==> src/rtl/arb_pkg.sv <==
// rtl/arb_pkg.sv - shared state encodings, lane IDs and default width for the 2x1 round-robin arbiter
package arb_pkg;

    localparam int ARB_DATA_W = 4;

    typedef enum logic [1:0] {
        ST_IDLE  = 2'b00,
        ST_SERV0 = 2'b01,
        ST_SERV1 = 2'b10
    } arb_state_e;

    localparam logic LANE0 = 1'b0;
    localparam logic LANE1 = 1'b1;

endpackage

==> src/rtl/fifo_sinc_4b.sv <==
// rtl/fifo_sinc_4b.sv - per-lane synchronous FIFO with push/pop, head data and occupancy count
module fifo_sinc_4b
    import arb_pkg::*;
#(
    parameter int DATA_W = ARB_DATA_W,
    parameter int DEPTH  = 4,
    localparam int PTR_W = $clog2(DEPTH),
    localparam int CNT_W = PTR_W + 1
) (
    input  logic              clk,
    input  logic              rst_n,
    input  logic              push,
    input  logic [DATA_W-1:0] push_data,
    input  logic              pop,
    output logic [DATA_W-1:0] head_data,
    output logic [CNT_W-1:0]  count
);

    logic [DATA_W-1:0] mem_q [DEPTH];
    logic [DATA_W-1:0] mem_d [DEPTH];
    logic [PTR_W-1:0]  wr_ptr_q, wr_ptr_d;
    logic [PTR_W-1:0]  rd_ptr_q, rd_ptr_d;
    logic [CNT_W-1:0]  count_q, count_d;
    logic              do_push;
    logic              do_pop;

    // Push is refused on the registered full state even if a pop happens this cycle.
    assign do_push   = push && (count_q != CNT_W'(DEPTH));
    assign do_pop    = pop && (count_q != '0);
    assign head_data = mem_q[rd_ptr_q];
    assign count     = count_q;

    always_comb begin
        mem_d    = mem_q;
        wr_ptr_d = wr_ptr_q;
        rd_ptr_d = rd_ptr_q;
        count_d  = count_q;
        if (do_push) begin
            mem_d[wr_ptr_q] = push_data;
            wr_ptr_d        = wr_ptr_q + PTR_W'(1);
        end
        if (do_pop) begin
            rd_ptr_d = rd_ptr_q + PTR_W'(1);
        end
        case ({do_push, do_pop})
            2'b10:   count_d = count_q + CNT_W'(1);
            2'b01:   count_d = count_q - CNT_W'(1);
            default: count_d = count_q;
        endcase
    end

    always_ff @(posedge clk or negedge rst_n) begin
        if (!rst_n) begin
            for (int i = 0; i < DEPTH; i++) begin
                mem_q[i] <= '0;
            end
            wr_ptr_q <= '0;
            rd_ptr_q <= '0;
            count_q  <= '0;
        end else begin
            mem_q    <= mem_d;
            wr_ptr_q <= wr_ptr_d;
            rd_ptr_q <= rd_ptr_d;
            count_q  <= count_d;
        end
    end

endmodule

==> src/rtl/arbitro_rr_2x1_4b.sv <==
// rtl/arbitro_rr_2x1_4b.sv - burst-limited round-robin arbiter feeding a registered 2x1 output; STATS_EN adds per-lane grant counters
module arbitro_rr_2x1_4b
    import arb_pkg::*;
#(
    parameter int DATA_W    = ARB_DATA_W,
    parameter int DEPTH     = 4,
    parameter int MAX_BURST = 4
) (
    input  logic              clk,
    input  logic              reset_L,
    input  logic              valid_in0,
    input  logic [DATA_W-1:0] data_in0,
    output logic              ready_out0,
    input  logic              valid_in1,
    input  logic [DATA_W-1:0] data_in1,
    output logic              ready_out1,
    input  logic              ready_in,
    output logic              valid_out,
    output logic [DATA_W-1:0] data_out,
`ifdef STATS_EN
    output logic [7:0]        grant_cnt0,
    output logic [7:0]        grant_cnt1,
`endif
    output logic              selector
);

    localparam int CNT_W   = $clog2(DEPTH) + 1;
    localparam int BURST_W = $clog2(MAX_BURST + 1);

    logic [CNT_W-1:0]   count0, count1;
    logic [DATA_W-1:0]  head0, head1;
    logic               ne0, ne1;
    logic               adv;
    logic               grant_valid;
    logic               grant_lane;
    logic               pop0, pop1;

    arb_state_e         state_q, state_d;
    logic               last_grant_q, last_grant_d;
    logic [BURST_W-1:0] burst_q, burst_d;
    logic               valid_out_q, valid_out_d;
    logic [DATA_W-1:0]  data_out_q, data_out_d;
    logic               selector_q, selector_d;

    fifo_sinc_4b #(.DATA_W(DATA_W), .DEPTH(DEPTH)) u_fifo0 (
        .clk       (clk),
        .rst_n     (reset_L),
        .push      (valid_in0),
        .push_data (data_in0),
        .pop       (pop0),
        .head_data (head0),
        .count     (count0)
    );

    fifo_sinc_4b #(.DATA_W(DATA_W), .DEPTH(DEPTH)) u_fifo1 (
        .clk       (clk),
        .rst_n     (reset_L),
        .push      (valid_in1),
        .push_data (data_in1),
        .pop       (pop1),
        .head_data (head1),
        .count     (count1)
    );

    assign ne0        = (count0 != '0);
    assign ne1        = (count1 != '0);
    assign ready_out0 = (count0 != CNT_W'(DEPTH));
    assign ready_out1 = (count1 != CNT_W'(DEPTH));
    assign adv        = !valid_out_q || ready_in;
    assign pop0       = adv && grant_valid && (grant_lane == LANE0);
    assign pop1       = adv && grant_valid && (grant_lane == LANE1);

    always_comb begin
        grant_valid = 1'b0;
        grant_lane  = LANE0;
        case (state_q)
            ST_IDLE: begin
                if (ne0 && ne1) begin
                    grant_valid = 1'b1;
                    grant_lane  = ~last_grant_q;
                end else if (ne0 || ne1) begin
                    grant_valid = 1'b1;
                    grant_lane  = ne1;
                end
            end
            // A saturated burst only yields when the other lane actually has work.
            ST_SERV0: begin
                if (ne0 && ((burst_q < BURST_W'(MAX_BURST)) || !ne1)) begin
                    grant_valid = 1'b1;
                    grant_lane  = LANE0;
                end else if (ne1) begin
                    grant_valid = 1'b1;
                    grant_lane  = LANE1;
                end
            end
            ST_SERV1: begin
                if (ne1 && ((burst_q < BURST_W'(MAX_BURST)) || !ne0)) begin
                    grant_valid = 1'b1;
                    grant_lane  = LANE1;
                end else if (ne0) begin
                    grant_valid = 1'b1;
                    grant_lane  = LANE0;
                end
            end
            default: begin
                grant_valid = 1'b0;
            end
        endcase
    end

    always_comb begin
        state_d      = state_q;
        last_grant_d = last_grant_q;
        burst_d      = burst_q;
        valid_out_d  = valid_out_q;
        data_out_d   = data_out_q;
        selector_d   = selector_q;
        if (adv) begin
            if (grant_valid) begin
                valid_out_d  = 1'b1;
                data_out_d   = (grant_lane == LANE1) ? head1 : head0;
                selector_d   = grant_lane;
                last_grant_d = grant_lane;
                state_d      = (grant_lane == LANE1) ? ST_SERV1 : ST_SERV0;
                if ((state_q == ST_SERV0 && grant_lane == LANE0) ||
                    (state_q == ST_SERV1 && grant_lane == LANE1)) begin
                    if (burst_q != BURST_W'(MAX_BURST)) begin
                        burst_d = burst_q + BURST_W'(1);
                    end
                end else begin
                    burst_d = BURST_W'(1);
                end
            end else begin
                valid_out_d = 1'b0;
                state_d     = ST_IDLE;
            end
        end
    end

    always_ff @(posedge clk or negedge reset_L) begin
        if (!reset_L) begin
            state_q      <= ST_IDLE;
            last_grant_q <= LANE1;
            burst_q      <= '0;
            valid_out_q  <= 1'b0;
            data_out_q   <= '0;
            selector_q   <= LANE0;
        end else begin
            state_q      <= state_d;
            last_grant_q <= last_grant_d;
            burst_q      <= burst_d;
            valid_out_q  <= valid_out_d;
            data_out_q   <= data_out_d;
            selector_q   <= selector_d;
        end
    end

    assign valid_out = valid_out_q;
    assign data_out  = data_out_q;
    assign selector  = selector_q;

`ifdef STATS_EN
    logic [7:0] grant_cnt0_q, grant_cnt0_d;
    logic [7:0] grant_cnt1_q, grant_cnt1_d;

    always_comb begin
        grant_cnt0_d = grant_cnt0_q + {7'd0, pop0};
        grant_cnt1_d = grant_cnt1_q + {7'd0, pop1};
    end

    always_ff @(posedge clk or negedge reset_L) begin
        if (!reset_L) begin
            grant_cnt0_q <= '0;
            grant_cnt1_q <= '0;
        end else begin
            grant_cnt0_q <= grant_cnt0_d;
            grant_cnt1_q <= grant_cnt1_d;
        end
    end

    assign grant_cnt0 = grant_cnt0_q;
    assign grant_cnt1 = grant_cnt1_q;
`endif

endmodule

==> config.mk <==
export PLATFORM = sky130hd
export DESIGN_NAME = arbitro_rr_2x1_4b
export DESIGN_NICKNAME = d
export VERILOG_FILES = /design/src/rtl/arb_pkg.sv /design/src/rtl/fifo_sinc_4b.sv /design/src/rtl/arbitro_rr_2x1_4b.sv
export SDC_FILE = /design/constraint.sdc
export NUM_CORES = 1
export LEC_CHECK = 0
export BUFFER_PORTS_ARGS = -buffer_cell sky130_fd_sc_hd__buf_2
export CELL_PAD_IN_SITES_DETAIL_PLACEMENT = 0
export CELL_PAD_IN_SITES_GLOBAL_PLACEMENT = 1
export CORE_ASPECT_RATIO = 0.75
export CORE_MARGIN = 3
export CORE_UTILIZATION = 44
export CTS_CLUSTER_DIAMETER = 100
export DETAILED_ROUTE_END_ITERATION = 12
export PLACE_DENSITY_LB_ADDON = 0.1
export SLEW_MARGIN = 20
export SYNTH_ARGS = -nofsm -noshare
export SYNTH_HDL_FRONTEND = slang
export SYNTH_HIERARCHICAL = 1
export SYNTH_SLANG_ARGS = --single-unit
==> constraint.sdc <==
create_clock -name clk -period 2.2 [get_ports clk]
set_input_delay 0.11 -clock clk [delete_from_list [all_inputs] [get_ports clk]]
set_output_delay 0.11 -clock clk [all_outputs]
set_load 0.01 [all_outputs]
==> results of run 1 <==
## worst paths after layout
path	from	end	slack, ns	depth (start not counted)
worst max-delay path	last_grant_q$_DFFE_PN1P_	u_fifo0/count[2]$_DFFE_PN0P_	-0.008	11
worst min-delay path	data_in1[1]	u_fifo1/mem_q[13]$_DFFE_PN0P_	0.05	2
worst max register to register	last_grant_q$_DFFE_PN1P_	u_fifo0/count[2]$_DFFE_PN0P_	-0.008	11
worst min register to register	u_fifo1/mem_q[3]$_DFFE_PN0P_	u_fifo1/mem_q[3]$_DFFE_PN0P_	0.49	1
max in group asynchronous	reset_L	u_fifo0/rd_ptr_q[0]$_DFFE_PN0P_	1.24	3
min in group asynchronous	reset_L	u_fifo0/wr_ptr_q[1]$_DFFE_PN0P_	0.27	2
## per-layer routing
layer | part of all wire [%] | global-route usage, % | wire length, µm
met2 | 44 | 23.89 | 2514
met5 | 0 | 0 | 0
met3 | 3.5 | 5.750 | 203
met1 | 52 | 24.85 | 2990
met4 | 1.2 | 5.976 | 70
## sequential cells by signal, indices dropped and copies added (netlist names), 2 cells and up
register          flops
burst_q               3
data_out              4
state_q               2
u_fifo0/count         3
u_fifo0/mem_q        16
u_fifo0/rd_ptr_q      2
u_fifo0/wr_ptr_q      2
u_fifo1/count         3
u_fifo1/mem_q        16
u_fifo1/rd_ptr_q      2
u_fifo1/wr_ptr_q      2
## power breakdown
group          leakage [nW]  switching [mW]  internal (mW)  total [mW]
Combinational         0.838            1.30           1.72        3.02
Sequential            0.680           0.439           1.64        2.08
Clock                0.0984           0.399          0.629        1.03
## cell type report
type / count / area [µm²] / area share (%)
clock buffers: 10 / 127.6 / 3.429
repair buffers: 52 / 355.3 / 9.546
inverters: 13 / 48.80 / 1.311
multi-input cells: 159 / 1549 / 41.61
flip-flops and latches: 58 / 1460 / 39.23
clock inverters: 5 / 80.08 / 2.151
well taps: 81 / 101.3 / 2.723
## critical path, cell delays in order, from the launching register on
cell,delay [ns]
dfstp_2,0.54
nor2b_4,0.15
o32ai_4,0.10
o21a_1,0.21
nor2_1,0.09
o31a_2,0.17
ha_4,0.13
inv_2,0.03
fa_2,0.33
xor2_1,0.14
nor2_1,0.11
xor2_1,0.14
## cell families (layout without fill, tap and decap cells)
| group | count (synthesis) | after routing |
|---|---|---|
| multiplexers | 44 | 44 |
| adder cells (fa/ha/maj) | 14 | 14 |
| AND/OR/NAND/NOR | 57 | 57 |
| XOR/XNOR | 12 | 12 |
| flip-flops | 58 | 58 |
| buffers and inverters | 20 | 80 |
| AO/OA/AOI/OAI | 32 | 32 |
## timing repair
| action | 4_1_cts | 5_1_grt |
|---|---|---|
| setup buffers | 2 | 4 |
| resized for setup | 4 | 5 |
| endpoints found under the hold margin | 18 | 0 |
| hold buffers | 1 | 0 |
| endpoints found under the setup margin | 2 | 3 |
| pin swaps | 2 | 6 |
## placed cells by master (no fill, tap or decap), types with 2 or more instances in the layout
| cell | instances |
|---|---|
| nand3_1 | 2 |
| inv_2 | 2 |
| ha_1 | 10 |
| fa_2 | 2 |
| o31a_2 | 2 |
| nand2b_4 | 3 |
| clkinvlp_4 | 2 |
| nand2_1 | 25 |
| a21oi_1 | 3 |
| mux2_1 | 2 |
| o211ai_1 | 4 |
| o2111ai_1 | 4 |
| nor2b_4 | 2 |
| xor2_1 | 6 |
| o21ai_0 | 2 |
| nor3_4 | 2 |
| mux4_2 | 8 |
| clkbuf_8 | 9 |
| mux2_2 | 32 |
| dfrtp_1 | 51 |
| bufinv_16 | 2 |
| inv_1 | 11 |
| or2_2 | 2 |
| mux2i_1 | 2 |
| ha_4 | 2 |
| o21ai_1 | 2 |
| dfrtp_2 | 6 |
| nor2_1 | 14 |
| o22ai_1 | 2 |
| buf_4 | 30 |
| nor3b_4 | 2 |
| xnor2_1 | 6 |
| buf_2 | 20 |
## through the flow
stage	setup TNS, ns	utilization, %	instance area (µm²)
after floorplan	-0.09007	-	3075
after global placement	0	52.73	3415
after detailed placement	-0.09634	52.73	3415
after CTS	-0.06367	56.48	3657
after global routing	-0.2948	57.49	3722
final	-0.008418	57.49	3722
==> summary.txt, run 1 <==
Critical path
  • CP endpoint kind: flip-flop
  • CP required: 2.45 ns
  • Critical path class: reg -> reg
  • Critical path peak fanout: 3
  • CP Launch Type: flip-flop
  • Worst path arrival time: 2.46 ns

Synthesis
  • Synth area leader: dfrtp_1
  • Synth Area in Compound Gates: 9.057%
  • Sequential share of the synthesized area: 48.23%
  • Multiplexer area fraction after synthesis: 19.36%
  • Yosys top cell area share: 47.36%
  • Synth Net Count: 264
  • Unique cell type count in the Yosys netlist: 43
  • Mapped Area: 3012 µm²
  • Simple-gate portion of the synthesized area: 10.76%
  • Top-count cell post-synth: dfrtp_1
  • Synth Flop Type: dfrtp_1
  • Post-synth EDFFs: 0
  • Largest family of logic cells by synthesized area: multiplexers
  • Post-synth top cells: dfrtp_1, mux2_2, nand2_1, nor2_1, inv_1
  • Number of synthesized register bits: 58
  • Gate Count Post-Synth: 237
  • Async S/R FF share, synth: 100.0%
  • Synthesized area per cell: 12.71 µm²
  • Synth Area in Adders: 6.315%
  • XOR/XNOR Fraction of Synth Area: 3.490%
  • Top cells by area, synth: dfrtp_1, mux2_2, mux4_2, ha_1, nand2_1
  • Synth warn: 6

Place
  • Hpwl dp: 4333 µm
  • DP Cell Count: 356
  • GP Congestion: 0.7599
  • Worst slack at placement: -0.05510 ns
  • Port Buf Inserts: 20

STA
  • Clk_skew: 0.006867 ns
  • Worst hold slack: 0.04668 ns
  • Fmax: 0.4528 GHz
  • RSZ-0062 raised after global routing: true
  • Max_slew headroom: 67.35%
  • Period utilization: 100.4%
  • Actual slew at the worst max-slew pin: 0.4879 ns
  • # setup viols final: 1
  • Max-slew violation count: 0
  • Setup WS post-layout: -0.008418 ns
  • Tmin final: 2.208 ns
  • Final Hold Viols: 0

GRT
  • Total GRT Usage: 17.13%
  • First-pass GRT wire length: 10210 µm
  • Vias in the first global route: 2074
  • Grt ovf: 0
  • Initial antenna violation count: 0
  • Pin count of the biggest net entering global routing: 25

Die
  • Core Area: 6475 µm²
  • Die height: 77.65 µm
  • Initial Utilization: 46.51%
  • Die ar.: 7884 µm²
  • Cell row count: 25
  • Ports: 21
  • Chip width: 101.5 µm

Pwr
  • Leakage power: 1.616 nW
  • Total power: 6.129 mW
  • Largest vdd supply drop: 0.0005611 V
  • Power Density: 1646 nW/µm²

Cells and area
  • Nets: 320
  • Final cell count without fillers: 378
  • Share of cells above drive strength 1: 47.14%
  • Fillers: 535
  • Diode count: 0
  • Area growth from synthesis to layout: 23.60%

Run status
  • Outcome: finished, violations left
  • Violations in the final reports: setup timing

Drt
  • Final wirelength: 5779 µm
  • DRT iter0 DRCs: 61
  • Antenna Nets Post-Route: 0
  • Per-cell routed wire length: 15.29 µm
  • Residual DRC: 0
  • Vias per inst: 5.106
  • Drt first pass iters: 4
  • Via count: 1930

Hold path
  • Worst hold-check path type: in -> reg

Job
  • Max cap viols: 0

Clocking
  • H-tree level count: 3
  • CTS tree: yes
  • Clock tree buffer depth: 2
  • Clock-pin slew on the worst setup and hold paths: 0.06 ns
  • Cts bufs inserted: 9
  • CTS sink count: 58
  • Root buffer cell: clkbuf_8
  • Clk_lat worst skew: 0.33 ns
(Power assumes the default switching activity.)
==> run 2, diff against run 1 <==
Settings changed: GPL_TIMING_DRIVEN set to 0.
==> run 2 against run 1 <==
  * The run still ends with setup timing left
  * Critical path depth did not move
  * Die area did not move
  * Core utilization fell by 0.83 points
  * Power fell by 1.3%
  * Fmax fell by 2.8%
  * Via count fell by 2.0%
  * Critical endpoint unchanged
  * Largest power group unchanged
  * Combinational power fell by 3%
  * Sequential share of layout area rose by 0.58 points
  * First-iteration DRC count fell by 15%
  * Sequential power barely moved
==> summary.txt, run 2 (synthesized netlist as in run 1, its figures left out) <==
Die
  • Initial Utilization: 46.51% (unchanged)
  • Die height: 77.65 µm (unchanged)
  • Chip width: 101.5 µm (unchanged)
  • Core Area: 6475 µm² (unchanged)
  • Cell row count: 25 (unchanged)
  • Ports: 21 (unchanged)
  • Die ar.: 7884 µm² (unchanged)

STA
  • # setup viols final: 1 (unchanged)
  • Tmin final: 2.273 ns (+0.06429 ns)
  • Actual slew at the worst max-slew pin: 0.7365 ns (+0.2486 ns)
  • Fmax: 0.4400 GHz (-2.8%)
  • Setup WS post-layout: -0.07271 ns (-0.06429 ns)
  • Clk_skew: 0.009436 ns (+0.002569 ns)
  • Max-slew violation count: 0 (unchanged)
  • Final Hold Viols: 0 (unchanged)
  • Period utilization: 103.3% (+2.9 points)
  • Max_slew headroom: 50.90% (-16 points)
  • RSZ-0062 raised after global routing: true

Run status
  • Violations in the final reports: setup timing
  • Outcome: finished, violations left

Drt
  • DRT iter0 DRCs: 52 (-15%)
  • Via count: 1891 (-2.0%)
  • Residual DRC: 0 (unchanged)
  • Final wirelength: 5752 µm (-0.47%)
  • Antenna Nets Post-Route: 0 (unchanged)
  • Per-cell routed wire length: 15.46 µm (+1.1%)
  • Vias per inst: 5.083 (-0.44%)
  • Drt first pass iters: 4 (unchanged)

Clocking
  • CTS sink count: 58 (unchanged)
  • Clk_lat worst skew: 0.33 ns (about the same)
  • Clock-pin slew on the worst setup and hold paths: 0.07 ns (about the same)
  • Clock tree buffer depth: 2 (unchanged)
  • Cts bufs inserted: 9 (unchanged)
  • H-tree level count: 3 (unchanged)
  • CTS tree: yes
  • Root buffer cell: clkbuf_8

Pwr
  • Leakage power: 1.586 nW (-1.9%)
  • Largest vdd supply drop: 0.0007479 V (+33%)
  • Power Density: 1650 nW/µm² (+0.19%)
  • Total power: 6.052 mW (-1.3%)

Cells and area
  • Commonest non-fill, non-tap cell in the layout: dfrtp_1
  • Post-route cell area: 3669 µm² (-1.4%)
  • Nets: 313 (-2.2%)
  • Area growth from synthesis to layout: 21.81%
  • Share of cells above drive strength 1: 46.74% (-0.40 points)
  • Most frequent cells in the layout: dfrtp_1, mux2_2, nand2_1, buf_2, buf_4
  • Diode count: 0 (unchanged)

Critical path
  • R2R Setup Slk: -0.07 ns (-0.06 ns)
  • CP Launch Type: flip-flop
  • Worst path arrival time: 2.53 ns (+0.07 ns)
  • Worst path max stage delay: 0.55 ns (about the same)
  • Critical path peak fanout: 3 (unchanged)
  • Critical-path top delay cell: dfstp_2
  • CP Buf/Inv Count: 1 (unchanged)
  • Critical path class: reg -> reg
  • Critical path's most frequent cell: xor2_1
  • CP endpoint kind: flip-flop
  • Crit-path cells: nor2b_4, o32ai_4, o21a_2, nor2_2, o31a_2, ha_4, inv_2, fa_2, xor2_1, nor2_1, xor2_1
  • CP required: 2.46 ns (about the same)
  • Crit path max-delay family: flip-flops

GRT
  • Vias in the first global route: 1925 (-7.2%)
  • Grt ovf: 0 (unchanged)
  • Pin count of the biggest net entering global routing: 59 (+140%)
  • First-pass GRT wire length: 9818 µm (-3.9%)
  • Total GRT Usage: 16.53% (-0.60 points)
  • Initial antenna violation count: 0 (unchanged)

Job
  • Max cap viols: 0 (unchanged)

Place
  • Port Buf Inserts: 20 (unchanged)
  • Hpwl dp: 3873 µm (-11%)
  • Area post-placement: 3279 µm² (-4.0%)
  • GP Congestion: 0.8095 (+6.5%)

Hold path
  • Worst hold-check path type: in -> reg
## run 2: report_power, final
group / total [mW] / internal, mW / switching, mW
registers: 2.05 / 1.64 / 0.409
logic: 2.92 / 1.62 / 1.29
clock network: 1.08 / 0.665 / 0.419
total: 6.05 / 3.93 / 2.12
## run 2: area by class of cell
cell class | instances | area (µm²)
clock buffers | 11 | 141.4
well taps | 81 | 101.3
fillers | 562 | 2806
repair buffers | 38 | 240.2
inverters | 13 | 48.80
clock inverters | 5 | 77.57
flip-flops and latches | 58 | 1460
multi-input cells | 159 | 1545
plain buffers | 7 | 53.80
## run 2: worst paths after layout
| path | endpoint | cells after the start | start |
|---|---|---|---|
| hold reg to reg | selector$_DFFE_PN0P_ | 2 | selector$_DFFE_PN0P_ |
| setup reg to reg | u_fifo0/count[2]$_DFFE_PN0P_ | 11 | last_grant_q$_DFFE_PN1P_ |
| max in group asynchronous | u_fifo1/count[0]$_DFFE_PN0P_ | 2 | reset_L |
| min in group asynchronous | u_fifo0/count[1]$_DFFE_PN0P_ | 2 | reset_L |
| hold / removal | u_fifo0/mem_q[3]$_DFFE_PN0P_ | 2 | data_in0[3] |
| setup / recovery | u_fifo0/count[2]$_DFFE_PN0P_ | 11 | last_grant_q$_DFFE_PN1P_ |
## run 2: worst reg2reg max path, cell delays in order (launching register included)
cell	delay, ns
dfstp_2	0.55
nor2b_4	0.15
o32ai_4	0.10
o21a_2	0.24
nor2_2	0.09
o31a_2	0.18
ha_4	0.14
inv_2	0.03
fa_2	0.32
xor2_1	0.14
nor2_1	0.10
xor2_1	0.14
## run 2: metrics by stage
| stage | hold WS, ns | utilization [%] | setup slack (ns) | TNS [ns] | std cells |
|---|---|---|---|---|---|
| CTS | 0.02397 | 56.08 | -0.1085 | -0.1452 | 367 |
| global route | 0.03636 | 56.66 | -0.2354 | -0.4540 | 372 |
| detailed placement | 0.2342 | 50.65 | -0.2830 | -0.7973 | 338 |
| floorplan | -0.1856 | - | -0.04612 | -0.09007 | 237 |
| global placement | 0.3849 | 50.61 | -0.2792 | -0.7680 | 338 |
| finish | 0.05095 | 56.66 | -0.07271 | -0.07271 | 372 |
## run 2: repair_timing
item | 4_1_cts | 5_1_grt
gates resized for setup | 10 | 1
hold buffers | 1 | 0
endpoints found under the setup margin | 4 | 4
pin swaps | 6 | 4
hold endpoints to repair | 57 | 0
setup buffers | 12 | 5
## run 2: routing by layer
layer / vias to the layer above / global-route usage, % / wire, µm
met5: - / 0 / 0
met4: 0 / 4.781 / 49
met3: 4 / 5.660 / 152
met1: 926 / 24.26 / 3066
met2: 20 / 23.11 / 2484
li1: 941 / - / -
